### src/rtl/ascon_inv_permutation_iter.sv
// rtl/ascon_inv_permutation_iter.sv - iterative inverse Ascon permutation, one round per cycle
// Define ASCON_INV_UNROLL2_EN to apply two inverse rounds per RUN cycle.
module ascon_inv_permutation_iter #(
  parameter int MAX_ROUNDS = 12
) (
  input  logic        clk,
  input  logic        rst_n,
  input  logic        valid_i,
  output logic        ready_o,
  input  logic [3:0]  rounds_i,
  input  logic [63:0] x0_i,
  input  logic [63:0] x1_i,
  input  logic [63:0] x2_i,
  input  logic [63:0] x3_i,
  input  logic [63:0] x4_i,
  output logic        valid_o,
  input  logic        ready_i,
  output logic        err_o,
  output logic [63:0] x0_o,
  output logic [63:0] x1_o,
  output logic [63:0] x2_o,
  output logic [63:0] x3_o,
  output logic [63:0] x4_o
);

  typedef enum logic [1:0] {IDLE, RUN, DONE} state_t;

  localparam logic [5:0] ROT_A [5] = '{6'd19, 6'd61, 6'd1, 6'd10, 6'd7};
  localparam logic [5:0] ROT_B [5] = '{6'd28, 6'd39, 6'd6, 6'd17, 6'd41};
  localparam logic [4:0] SINV [32] = '{
    5'h14, 5'h1a, 5'h07, 5'h0d, 5'h00, 5'h09, 5'h0e, 5'h12,
    5'h0a, 5'h06, 5'h1d, 5'h01, 5'h19, 5'h15, 5'h13, 5'h1e,
    5'h18, 5'h16, 5'h0b, 5'h11, 5'h03, 5'h05, 5'h1c, 5'h1f,
    5'h17, 5'h1b, 5'h04, 5'h08, 5'h0f, 5'h0c, 5'h10, 5'h02
  };

  state_t        state, state_nxt;
  logic [319:0]  st, st_step;
  logic [3:0]    r, cnt, step;
  logic          err, accept, legal, last_step;

  function automatic logic [63:0] ror64(input logic [63:0] w, input logic [5:0] n);
    return (w >> n) | (w << (7'd64 - {1'b0, n}));
  endfunction

  // (1 + X^a + X^b)^63 is the inverse since the 64th power collapses to 1.
  function automatic logic [63:0] lin_inv(input logic [63:0] w, input logic [5:0] a,
                                          input logic [5:0] b);
    logic [63:0] t;
    t = w;
    for (int k = 0; k < 6; k++) t = t ^ ror64(t, a << k) ^ ror64(t, b << k);
    return t;
  endfunction

  function automatic logic [319:0] inv_round(input logic [319:0] s, input logic [3:0] rc);
    logic [63:0] x [5];
    logic [63:0] y [5];
    logic [4:0]  v;
    logic [7:0]  c;
    for (int i = 0; i < 5; i++) x[i] = lin_inv(s[319-64*i -: 64], ROT_A[i], ROT_B[i]);
    for (int j = 0; j < 64; j++) begin
      v = SINV[{x[0][j], x[1][j], x[2][j], x[3][j], x[4][j]}];
      y[0][j] = v[4];
      y[1][j] = v[3];
      y[2][j] = v[2];
      y[3][j] = v[1];
      y[4][j] = v[0];
    end
    c = 8'hf0 - {rc, 4'h0} + {4'h0, rc};
    y[2] = y[2] ^ {56'd0, c};
    return {y[0], y[1], y[2], y[3], y[4]};
  endfunction

  assign legal  = (rounds_i != 4'd0) && (32'(rounds_i) <= MAX_ROUNDS);
  assign accept = valid_i && (state == IDLE);

  always_comb begin
`ifdef ASCON_INV_UNROLL2_EN
    if (cnt >= 4'd2) begin
      st_step = inv_round(inv_round(st, r), r - 4'd1);
      step    = 4'd2;
    end else begin
      st_step = inv_round(st, r);
      step    = 4'd1;
    end
    last_step = (cnt <= 4'd2);
`else
    st_step   = inv_round(st, r);
    step      = 4'd1;
    last_step = (cnt == 4'd1);
`endif
  end

  always_ff @(posedge clk or negedge rst_n) begin
    if (!rst_n) state <= IDLE;
    else        state <= state_nxt;
  end

  always_comb begin
    state_nxt = state;
    case (state)
      IDLE:    if (accept) state_nxt = legal ? RUN : DONE;
      RUN:     if (last_step) state_nxt = DONE;
      DONE:    if (ready_i) state_nxt = IDLE;
      default: state_nxt = IDLE;
    endcase
  end

  always_ff @(posedge clk or negedge rst_n) begin
    if (!rst_n) begin
      st  <= '0;
      r   <= '0;
      cnt <= '0;
      err <= 1'b0;
    end else begin
      case (state)
        IDLE: if (accept) begin
          st  <= {x0_i, x1_i, x2_i, x3_i, x4_i};
          r   <= 4'd11;
          cnt <= rounds_i;
          err <= !legal;
        end
        RUN: begin
          st  <= st_step;
          r   <= r - step;
          cnt <= cnt - step;
        end
        DONE:    if (ready_i) err <= 1'b0;
        default: ;
      endcase
    end
  end

  assign ready_o = (state == IDLE);
  assign valid_o = (state == DONE);
  assign err_o   = err;
  assign x0_o    = st[319:256];
  assign x1_o    = st[255:192];
  assign x2_o    = st[191:128];
  assign x3_o    = st[127:64];
  assign x4_o    = st[63:0];

endmodule

### config.mk
export PLATFORM = sky130hd
export DESIGN_NAME = ascon_inv_permutation_iter
export DESIGN_NICKNAME = d
export VERILOG_FILES = /design/src/rtl/ascon_inv_permutation_iter.sv
export SDC_FILE = /design/constraint.sdc
export NUM_CORES = 2
export LEC_CHECK = 0
export BUFFER_PORTS_ARGS = -buffer_cell sky130_fd_sc_hd__buf_2
export CAP_MARGIN = 5
export CORE_AREA = 2 2 384 386
export CTS_BUF_LIST = sky130_fd_sc_hd__clkbuf_16
export DETAILED_ROUTE_END_ITERATION = 8
export DIE_AREA = 0 0 386 388
export PLACE_DENSITY_LB_ADDON = 0.05
export SLEW_MARGIN = 20
export SYNTH_ARGS = -nofsm -noshare
export SYNTH_HDL_FRONTEND = slang
export SYNTH_SLANG_ARGS = --single-unit
export TNS_END_PERCENT = 30
### constraint.sdc
create_clock -name clk -period 4.52 [get_ports clk]
set_clock_uncertainty 0.1 [all_clocks]
set_input_delay 0.226 -clock clk [delete_from_list [all_inputs] [get_ports clk]]
set_output_delay 0.226 -clock clk [all_outputs]
set_load 0.1 [all_outputs]
==> impl_metrics.py <==
metrics = {
    "status": {
        "outcome": "complete, but fails checks",
        "violations": "design-rule violations, negative setup slack",
    },
    "min_path": {
        "min_to": "st[135]$_DFFE_PN0P_",
        "holdPathStages": 5,
        "hp-start": "x2_i[7]",
        "min_path_type": "primary input to flop",
    },
    "global_route": {
        "grt_use_total": 0.502,
        "overflow": 0,
        "grt_max_degree": 87,
        "antenna_found_initial": 35,
        "grt_pass1_vias": 66778,
        "grt_pass1_wl_mm": 522,
    },
    "worst_setup_path": {
        "r2r_setup_slack_ps": -180,
        "start_kind": "flop",
        "required_ps": 5080,
        "worst_r2r_endpoint": "st[108]$_DFFE_PN0P_",
        "rr_worst_depth": 16,
        "worstPathArrival_ps": 5250,
        "cp-end-kind": "flop",
        "crit_fanout": 5,
        "r2r-start": "st[25]$_DFFE_PN0P_",
        "crit_start": "st[25]$_DFFE_PN0P_",
        "crit_type": "flop to flop",
    },
    "detailed_routing": {
        "firstDrtPassIters": 9,
        "drt_wl_total_mm": 392,
        "viasPerCell": 6.09,
        "drt_iter0_markers": 9823,
        "route.detailed.drc": 27,
        "postRouteAntennaNets": 0,
        "wl_per_cell_um": 33.2,
        "dr_total_vias": 71869,
    },
    "die": {
        "core.rowCount": 140,
        "die_h_um": 388,
        "core_mm2": 0.145,
        "die-area_mm2": 0.150,
        "start_util": 0.478,
        "io_pins": 651,
        "die_width_um": 386,
    },
    "timing": {
        "hold_viol": 0,
        "setup_tns_ps": -5580,
        "slew_headroom": 0.137,
        "grt_setup_unrepaired": "yes",
        "hold_ws_ps": 23.6,
        "fmax_ghz": 0.213,
        "finalSetupViolations": 91,
        "setup_ws_ps": -177,
        "finalCritPeriodShare": 1.04,
        "worst_slew_pin_slew_ps": 1290,
        "maxSlewViolCount": 0,
        "fin_crit_ps": 4700,
    },
    "cells_and_area": {
        "stdcell_count": 11797,
        "final_cell_mix": "buf_4 (1803), xnor2_1 (984), buf_2 (649), nor2_1 (466), xor2_1 (426)",
        "syn_to_final_growth_pct": 44.2,
        "drive_above_1_share": 0.400,
        "final_common_cell": "buf_4",
        "nNetsFinal": 10577,
    },
    "placed_design": {
        "dp.cells": 11215,
        "numPortBuffers": 650,
        "place_congestion": 1.14,
        "hpwl_mm": 320,
        "place_ws_ps": -1250,
    },
    "cts": {
        "cts_buffer_depth": 3,
        "numCtsBuffers": 52,
        "cts_tree": "yes",
        "cts.sinks": 331,
        "htree_num_levels": 2,
        "worstSkewPairLatency_ps": 740,
        "clkTransAtPathRegs_ps": 70,
        "root_buffer": "clkbuf_16",
    },
    "synth": {
        "ys_types": 86,
        "syn_inst": 7235,
        "synth_edf_count": 0,
        "synthSimpleGateAreaFrac": 0.0867,
        "ys_seq_area_frac": 0.119,
        "synth_compound_area_frac": 0.140,
        "synth_top_family_by_area": "XOR/XNOR gates",
        "yosys.area.top_type": "xnor3_1",
        "synth-adder-area-share": 0.0776,
        "synthArstFlopShare": 1.00,
        "synth_mux_area_frac": 0.0619,
        "ys_top_cells_by_area": "xnor3_1 (17%), xnor2_1 (14%), dfrtp_1 (12%), ha_1 (7.8%), xor2_1 (6.4%)",
        "syn-mean-instance-area_um2": 9.60,
        "synth_area_mm2": 0.0695,
        "yosys_warnings": 0,
        "yosys_most_used_dff": "dfrtp_1",
        "synth-seq-cells": 331,
        "syn-num-nets": 7994,
        "synth_top_area_share": 0.171,
        "synth-xor-area-share": 0.472,
    },
    "run": {
        "drv_cap": 0,
    },
}
worst max-delay path by stage:
stage | endpoint | slack (ps)
floorplan | st[182]$_DFFE_PN0P_ | -100
global placement | st[204]$_DFFE_PN0P_ | -1250
detailed placement | st[204]$_DFFE_PN0P_ | -1250
CTS | st[204]$_DFFE_PN0P_ | -150
global route | st[133]$_DFFE_PN0P_ | -280
finish | st[108]$_DFFE_PN0P_ | -180
layer usage:
metal	part of all wire	up-vias	GRT usage
li1	-	30375	-
met1	0.36	35040	0.621
met2	0.39	5099	0.682
met3	0.14	1317	0.193
met4	0.11	38	0.422
met5	0.0011	-	0.0127
cell families (layout without fill, tap and decap cells):
logic type / after synthesis / count (layout)
buf+inv: 739 / 3365
xor+xnor: 2483 / 2483
mux: 341 / 341
simple gates: 1341 / 1341
fa+ha+maj: 431 / 431
compound gates: 1569 / 1569
flops: 331 / 331
other cells: 0 / 19
what timing repair did:
| item | in CTS | in global routing |
|---|---|---|
| pin swaps | 124 | 235 |
| hold buffers | 286 | 3 |
| endpoints found under the setup margin | 207 | 263 |
| setup buffers | 72 | 120 |
| endpoints found under the hold margin | 366 | 3 |
| gates cloned | 0 | 0 |
| gates resized for setup | 380 | 521 |
critical path: stages (launching register included):
cell and delay (ps):
dfrtp_4 510, buf_6 130, xnor3_2 390, xor3_2 490, xnor3_1 390, xnor3_2 450
buf_6 160, xor2_4 180, xor2_2 170, buf_4 160, xnor2_4 280, ha_4 270
mux2_2 270, a21oi_2 220, buf_4 190, o22ai_2 80, o21ai_1 150
stage by stage:
stage                     area, um^2   util
final                         100000  0.690
after global routing          100000  0.689
after CTS                      96500  0.664
after detailed placement       89400  0.616
after global placement         89400  0.616
after floorplan                70400      -
area by class of cell:
type                            count  area [um^2]
Timing Repair Buffer             2957        23200
Clock buffer                       52         1300
Fill cell                       11251        45100
Clock inverter                     45          447
Tap cell                         1917         2400
Antenna cell                       19         47.5
Multi-Input combinational cell   6165        62800
Inverter                          311         1190
Sequential cell                   331         8720
cells in the mapped netlist, types with 26 or more instances:
library cell / count
a211oi_1: 80
a21oi_1: 393
a22oi_1: 97
a311oi_1: 40
a31oi_1: 54
buf_2: 135
clkbuf_1: 267
dfrtp_1: 331
ha_1: 431
inv_1: 266
inv_2: 36
mux2_2: 27
mux2i_1: 244
mux4_2: 68
nand2_1: 402
nand2b_1: 49
nand3_1: 56
nor2_1: 480
nor2b_1: 41
nor3_1: 116
nor3b_1: 27
o211ai_1: 52
o21ai_0: 346
o21ai_1: 146
o22ai_1: 110
o31ai_1: 26
or3_1: 88
xnor2_1: 1141
xnor2_2: 95
xnor3_1: 526
xor2_1: 509
xor3_1: 148
flip-flops by register name, summed over array words and instances (netlist names):
signal  flops
cnt         4
err_o       1
r           4
st        320
state       2
Power is not shown: default switching activity piles up to over one toggle a cycle in this logic, so the estimate is an artifact.
